===== config.mk =====
export PLATFORM = sky130hd
export DESIGN_NAME = csl_adder_pipe
export DESIGN_NICKNAME = d
export VERILOG_FILES = /design/src/rtl/csl_adder_pipe.sv
export SDC_FILE = /design/constraint.sdc
export NUM_CORES = 1
export LEC_CHECK = 0
export CORE_AREA = 5 5 118 148
export CTS_CLUSTER_DIAMETER = 40
export DETAILED_ROUTE_END_ITERATION = 8
export DIE_AREA = 0 0 123 153
export PLACE_DENSITY = 0.81
export SLEW_MARGIN = 20
export SYNTH_ARGS = -nofsm -noshare
export SYNTH_HDL_FRONTEND = slang
export SYNTH_SLANG_ARGS = --single-unit

===== constraint.sdc =====
create_clock -name clk -period 10.1 [get_ports clk]
set_input_delay 2.02 -clock clk [delete_from_list [all_inputs] [get_ports clk]]
set_output_delay 2.02 -clock clk [all_outputs]
set_load 0.03 [all_outputs]

===== src/rtl/csl_adder_pipe.sv =====
// csl_adder_pipe: parametrised carry-select adder, one BLOCK-bit block resolved per pipeline stage.
// Latency: NUM_BLK = WIDTH/BLOCK cycles from accept to out_valid; throughput one operation per cycle.
// Backpressure: all stages advance together only when !out_valid || out_ready; in_ready mirrors that.
// Optional build macro CSL_OVF_EN adds output ovf (two's-complement signed overflow of the sum).
module csl_adder_pipe #(
    parameter int WIDTH = 32,
    parameter int BLOCK = 8
) (
    input  logic             clk,
    input  logic             rst_n,
    input  logic             in_valid,
    output logic             in_ready,
    input  logic [WIDTH-1:0] A,
    input  logic [WIDTH-1:0] B,
    input  logic             cin,
    output logic             out_valid,
    input  logic             out_ready,
    output logic [WIDTH-1:0] sum,
    output logic             cout
`ifdef CSL_OVF_EN
    ,
    output logic             ovf
`endif
);

    localparam int NUM_BLK = WIDTH / BLOCK;

    // Operands must split into whole blocks; anything else is a configuration error.
    if ((WIDTH % BLOCK) != 0) begin : g_bad_cfg
        $error("csl_adder_pipe: WIDTH (%0d) must be a multiple of BLOCK (%0d)", WIDTH, BLOCK);
    end

    // Per-stage state. x_q holds a rotating word: finished sum blocks enter at the
    // top while unconsumed A blocks shift down, so the next A block always sits at
    // bits [BLOCK-1:0]. After the last stage x_q is exactly the sum. b_q holds the
    // unconsumed B blocks shifted down the same way.
    logic             vld_q [NUM_BLK];
    logic             vld_d [NUM_BLK];
    logic             cy_q  [NUM_BLK];
    logic             cy_d  [NUM_BLK];
    logic [WIDTH-1:0] x_q   [NUM_BLK];
    logic [WIDTH-1:0] x_d   [NUM_BLK];
    logic [WIDTH-1:0] b_q   [NUM_BLK];
    logic [WIDTH-1:0] b_d   [NUM_BLK];

`ifdef CSL_OVF_EN
    // Operand sign bits travel alongside the data; the rotating word loses A's MSB.
    logic             sa_q  [NUM_BLK];
    logic             sa_d  [NUM_BLK];
    logic             sb_q  [NUM_BLK];
    logic             sb_d  [NUM_BLK];
`endif

    // Stage inputs: stage 0 reads the ports, stage k reads stage k-1's registers.
    logic [WIDTH-1:0] a_src [NUM_BLK];
    logic [WIDTH-1:0] b_src [NUM_BLK];
    logic             c_src [NUM_BLK];
    logic             v_src [NUM_BLK];

    // Both carry-in candidates per block, and the one picked by the incoming carry.
    logic [BLOCK:0]   s0    [NUM_BLK];
    logic [BLOCK:0]   s1    [NUM_BLK];
    logic [BLOCK:0]   sel   [NUM_BLK];

    logic             adv;

    // Whole pipeline moves in lockstep; it only stalls when a finished result is refused.
    assign adv       = !vld_q[NUM_BLK-1] || out_ready;
    assign in_ready  = adv;

    assign out_valid = vld_q[NUM_BLK-1];
    assign sum       = x_q[NUM_BLK-1];
    assign cout      = cy_q[NUM_BLK-1];

`ifdef CSL_OVF_EN
    assign ovf = (sa_q[NUM_BLK-1] == sb_q[NUM_BLK-1]) &&
                 (x_q[NUM_BLK-1][WIDTH-1] != sa_q[NUM_BLK-1]);
`endif

    // Route each stage's operands: ports into stage 0, previous stage registers onward.
    always_comb begin
        a_src[0] = A;
        b_src[0] = B;
        c_src[0] = cin;
        v_src[0] = in_valid;
        for (int k = 1; k < NUM_BLK; k++) begin
            a_src[k] = x_q[k-1];
            b_src[k] = b_q[k-1];
            c_src[k] = cy_q[k-1];
            v_src[k] = vld_q[k-1];
        end
    end

    // Carry-select block adders and next-state for every stage.
    always_comb begin
        for (int k = 0; k < NUM_BLK; k++) begin
            s0[k]    = {1'b0, a_src[k][BLOCK-1:0]} + {1'b0, b_src[k][BLOCK-1:0]};
            s1[k]    = {1'b0, a_src[k][BLOCK-1:0]} + {1'b0, b_src[k][BLOCK-1:0]}
                       + {{BLOCK{1'b0}}, 1'b1};
            sel[k]   = c_src[k] ? s1[k] : s0[k];
            // Drop the consumed A block from the bottom, insert its sum block at the top.
            x_d[k]   = (a_src[k] >> BLOCK) | (WIDTH'(sel[k][BLOCK-1:0]) << (WIDTH - BLOCK));
            b_d[k]   = b_src[k] >> BLOCK;
            cy_d[k]  = sel[k][BLOCK];
            vld_d[k] = v_src[k];
        end
    end

`ifdef CSL_OVF_EN
    // Sign-bit skew chain for the overflow flag.
    always_comb begin
        sa_d[0] = A[WIDTH-1];
        sb_d[0] = B[WIDTH-1];
        for (int k = 1; k < NUM_BLK; k++) begin
            sa_d[k] = sa_q[k-1];
            sb_d[k] = sb_q[k-1];
        end
    end

    // Sign-bit registers share the pipeline's reset and advance.
    always_ff @(posedge clk) begin
        if (!rst_n) begin
            for (int k = 0; k < NUM_BLK; k++) begin
                sa_q[k] <= 1'b0;
                sb_q[k] <= 1'b0;
            end
        end else if (adv) begin
            for (int k = 0; k < NUM_BLK; k++) begin
                sa_q[k] <= sa_d[k];
                sb_q[k] <= sb_d[k];
            end
        end
    end
`endif

    // Stage registers: synchronous clear discards everything in flight; otherwise
    // every stage loads together on advance and holds while the output is stalled.
    always_ff @(posedge clk) begin
        if (!rst_n) begin
            for (int k = 0; k < NUM_BLK; k++) begin
                vld_q[k] <= 1'b0;
                cy_q[k]  <= 1'b0;
                x_q[k]   <= '0;
                b_q[k]   <= '0;
            end
        end else if (adv) begin
            for (int k = 0; k < NUM_BLK; k++) begin
                vld_q[k] <= vld_d[k];
                cy_q[k]  <= cy_d[k];
                x_q[k]   <= x_d[k];
                b_q[k]   <= b_d[k];
            end
        end
    end

endmodule


; Yosys cells after proc, flatten, opt, wreduce, memory -nomap -nowiden
; Memory sizes are Yosys's and may differ from the RTL's.
; Index checks and enable logic that the tools add are counted.
; Widths: inputs -> output; s select.
[classes]
bitwise = 20
n_reduce_logical = 2
addsub = 8
mux = 24
[op_table]
columns = operator, n
row1 = $mux 32, 4
row2 = $or 24x32->32, 4
row3 = $mux 24, 4
row4 = $add 8x8->9, 4
row5 = $add 9x1->9 const B, 4
row6 = $mux 9, 4
row7 = $or 1x1->1, 16
row8 = $mux 1, 12
row9 = $logic_not 1->1, 1
row10 = $logic_or 1x1->1, 1
[totals]
ramBits = 232
mem_count = 4
reg_bits = 0
out_inout_bits = 35
input_bits = 69
[memory_table]
columns = name, words, width, read_ports, rd_clocked_by_memory_dff, wr, line_no
row1 = x_q, 4, 32, 4, 0, 4, 41  ; logic [WIDTH-1:0] x_q [NUM_BLK];
row2 = b_q, 4, 24, 3, 0, 4, 43  ; logic [WIDTH-1:0] b_q [NUM_BLK];
row3 = cy_q, 4, 1, 4, 0, 4, 39  ; logic cy_q [NUM_BLK];
row4 = vld_q, 4, 1, 4, 0, 4, 37  ; logic vld_q [NUM_BLK];

; Depth between registers and ports, before layout
; An unclocked memory read counts as a cell.
[depth]
depth_word = 7
mapped_depth = 8
ltp_nobuf = 8

; Worst setup path before layout
; Ideal clock, no wire load.
[synth_path]
path_kind = input port to flip-flop
startpoint = input rst_n
endpoint = memory b_q[0][0] (netlist bit) (enable)
stages = 2
n_path_buf = 1
arrival_time_ns = 6.270
slack_ns = 1.907
cell_sequence = clkbuf_1 -> nand3b_1
[synth_rtl]
columns = element, line_no
row1 = "start, declared", 10  ; input logic rst_n,
row2 = "end, declared", 43

; Final worst setup path
[layout_path]
startpoint = input out_ready
endpoint = output in_ready
[layout_via]
elab_chain_len = 1
[layout_lines]
columns = element, line_no
row1 = "start, declared", 17  ; input logic out_ready,
row2 = $logic_or 1x1->1, 68  ; assign adv = !vld_q[NUM_BLK-1] || out_ready;
row3 = "end, declared", 12  ; output logic in_ready,
; Every way passes these cells.

==> results_dict.tcl <==
set metrics [dict create \
    worstPathMaxFanout 3 \
    grt_pass1_vias 5370 \
    drcViolationCount 0 \
    crit_slowest_cell "clkdlybuf4s50_1" \
    maxCapViolCount 0 \
    fmax_mhz 187 \
    cts_resized 0 \
    wire_per_inst_um 15.6 \
    diodes 0 \
    cts_hold_buf 0 \
    postSynthAreaPerCell_um2 13.3 \
    drt_first_pass_iters 5 \
    cts_setup_buffers 0 \
    worstPathCellList "clkdlybuf4s50_1 -> nand2b_4 -> clkdlybuf4s50_1" \
    antenna_found_initial 0 \
    cpPeakStageDelay_ns 0.67 \
    p_total_uw 1780 \
    place_congestion 0.794 \
    synth-edff-count 184 \
    fin_skew_ns 0.0113 \
    numCtsBuffers 17 \
    drive_above_1_share 0.0709 \
    drt_wl_total_um 15200 \
    ys_ff_latch 184 \
    synthCells 658 \
    clk_path_buf_depth 2 \
    clock-sinks 184 \
    n_fill_cell 1113 \
    area_delta_synth_final_pct 20.7 \
    globalRoute.totalOverflow 0 \
    clk_pin_slew_ns 0.07 \
    dieArea_um2 18800 \
    grt_usage 0.170 \
    die_x_um 123 \
    slew_headroom 0.321 \
    dpl.cell_count 946 \
    htreeDepth 4 \
    layout_min_cycle_time_ns 5.34 \
    vias 5377 \
    setup.worst_path.class "in2out" \
    ioPinCount 104 \
    rows 52 \
    ant_nets 0 \
    hold_class "reg2reg" \
    async_reset_ff_frac 0 \
    path_buf_inv 2 \
    hold_viol 0 \
    grt_pass1_wl_um 25600 \
    slew_violations 0 \
    cts-root-buf "clkbuf_16" \
    ys_seq_area_frac 0.631 \
    whs_ns 0.548 \
    finalSetupViolCount 0 \
    fin_crit_sh 0.529 \
    coreArea_um2 15900 \
    dp_hpwl_um 10100 \
    peakVddDrop_mv 0.110 \
    grt_max_degree 150 \
    crit_arrival_ns 3.32 \
    utilization 0.662 \
    cts_tree "yes" \
    clkLatencyLatePin_ns 0.43 \
    worst_pin_slew_ns 1.02 \
    p_per_area_nw_per_um2 168 \
    dr.first_iter.drc_count 454 \
    finalNonFillerCells 978 \
    synthDistinctLibCells 59 \
    critPathMostFrequentCell "clkdlybuf4s50_1" \
    setup_tns_ns 0 \
    synth_fp_nets 767 \
    path_delay_family "buffers and inverters" \
    status "finished clean" \
    cp-end-kind "output port" \
    synthFlopType "edfxtp_1" \
    start_util 0.549 \
    cp_data_required_time_ns 8.08 \
    synth_warnings 0 \
    final_nets 858 \
    rsz0062_at_grt "no" \
    via_per_inst 5.50 \
    crit_path_start_kind "input port" \
    die_height_um 153 \
    leakagePower_uw 0.00474 \
    synthesis.area_um2 8750 \
    portBuffers 103 \
]
-- cell usage after synthesis, drive strengths merged, types with 7 or more instances --
cell / count / area (µm²)
a211oi: 9 / 67.6
clkbuf: 36 / 135
o21ai: 15 / 75.1
a21oi: 15 / 75.1
xor2: 16 / 148
xnor2: 22 / 200
a21o: 12 / 90.1
edfxtp: 184 / 5530
and3: 151 / 945
nor3: 12 / 65.1
nor2: 46 / 173
ha: 36 / 450
inv: 7 / 26.3
nand2: 17 / 66.3
-- placed cells by master (no fill, tap or decap), types with 7 or more instances in the layout --
cell	count
edfxtp_1	184
and3_1	151
clkdlybuf4s50_1	102
nor2_1	46
ha_1	36
xnor2_1	21
clkbuf_16	17
nand2_1	16
a21oi_1	15
xor2_1	15
a21o_1	12
o21ai_0	12
nor3_1	11
a211oi_1	9
inv_1	7
-- worst paths after layout --
path	from	endpoint	slack, ns	cells after the start
hold reg to reg	x_q[0][81]	x_q[0][105]	0.55	1
setup reg to reg	x_q[0][0]	x_q[0][63]	7.40	8
setup / recovery	out_ready	in_ready	4.76	3
hold / removal	x_q[0][81]	x_q[0][105]	0.55	1
-- metal layers --
metal,track usage,share of wire
met1,0.214,0.43
met2,0.287,0.51
met3,0.0314,0.045
met4,0.0670,0.019
met5,0,0
-- state kept, by name, indices dropped and copies added (netlist names) --
register	cells
x_q	128
b_q	48
cy_q	4
vld_q	4
-- through the flow --
stage,instance area [µm²],setup WS [ns]
CTS,10600,4.75
detailed placement,9960,4.76
floorplan,8750,1.91
global placement,9960,4.75
global route,10600,4.70
finish,10600,4.76
-- worst reg2reg max path, stage by stage, from the launching register on --
cell and delay (ns):
edfxtp_1 0.42, ha_1 0.27, fa_1 0.44, a211oi_1 0.47, o211ai_1 0.18, nand3_1 0.17, nand4_1 0.14, xnor2_1 0.18
and2_1 0.18
-- cell type report --
class	instances	area [µm²]	share of cell area
Tap cell	216	270	0.0256
Clock buffer	18	429	0.0406
Clock inverter	14	163	0.0154
Sequential cell	184	5530	0.523
Inverter	7	26.3	0.00249
Multi-Input combinational cell	431	3070	0.291
Timing Repair Buffer	108	1070	0.102
-- power by group --
| group | internal (µW) | switching, µW | leakage (µW) | total [µW] |
|---|---|---|---|---|
| clock network | 372 | 288 | 0.000294 | 660 |
| registers | 893 | 15.1 | 0.00218 | 908 |
| logic | 98.9 | 108 | 0.00227 | 207 |
-- kinds of logic after synthesis --
kind of cell               after synthesis  share of synthesized area
AOI/OAI and AO/OA                       82                     0.0665
xor gates and xnor gates                38                     0.0398
adders and majority gates               40                     0.0606
buffers and inverters                   43                     0.0184
DFF                                    184                      0.631
muxes                                    5                    0.00572
and+or+nand+nor                        266                      0.178
Note: power is estimated with default switching activity, not from simulation.
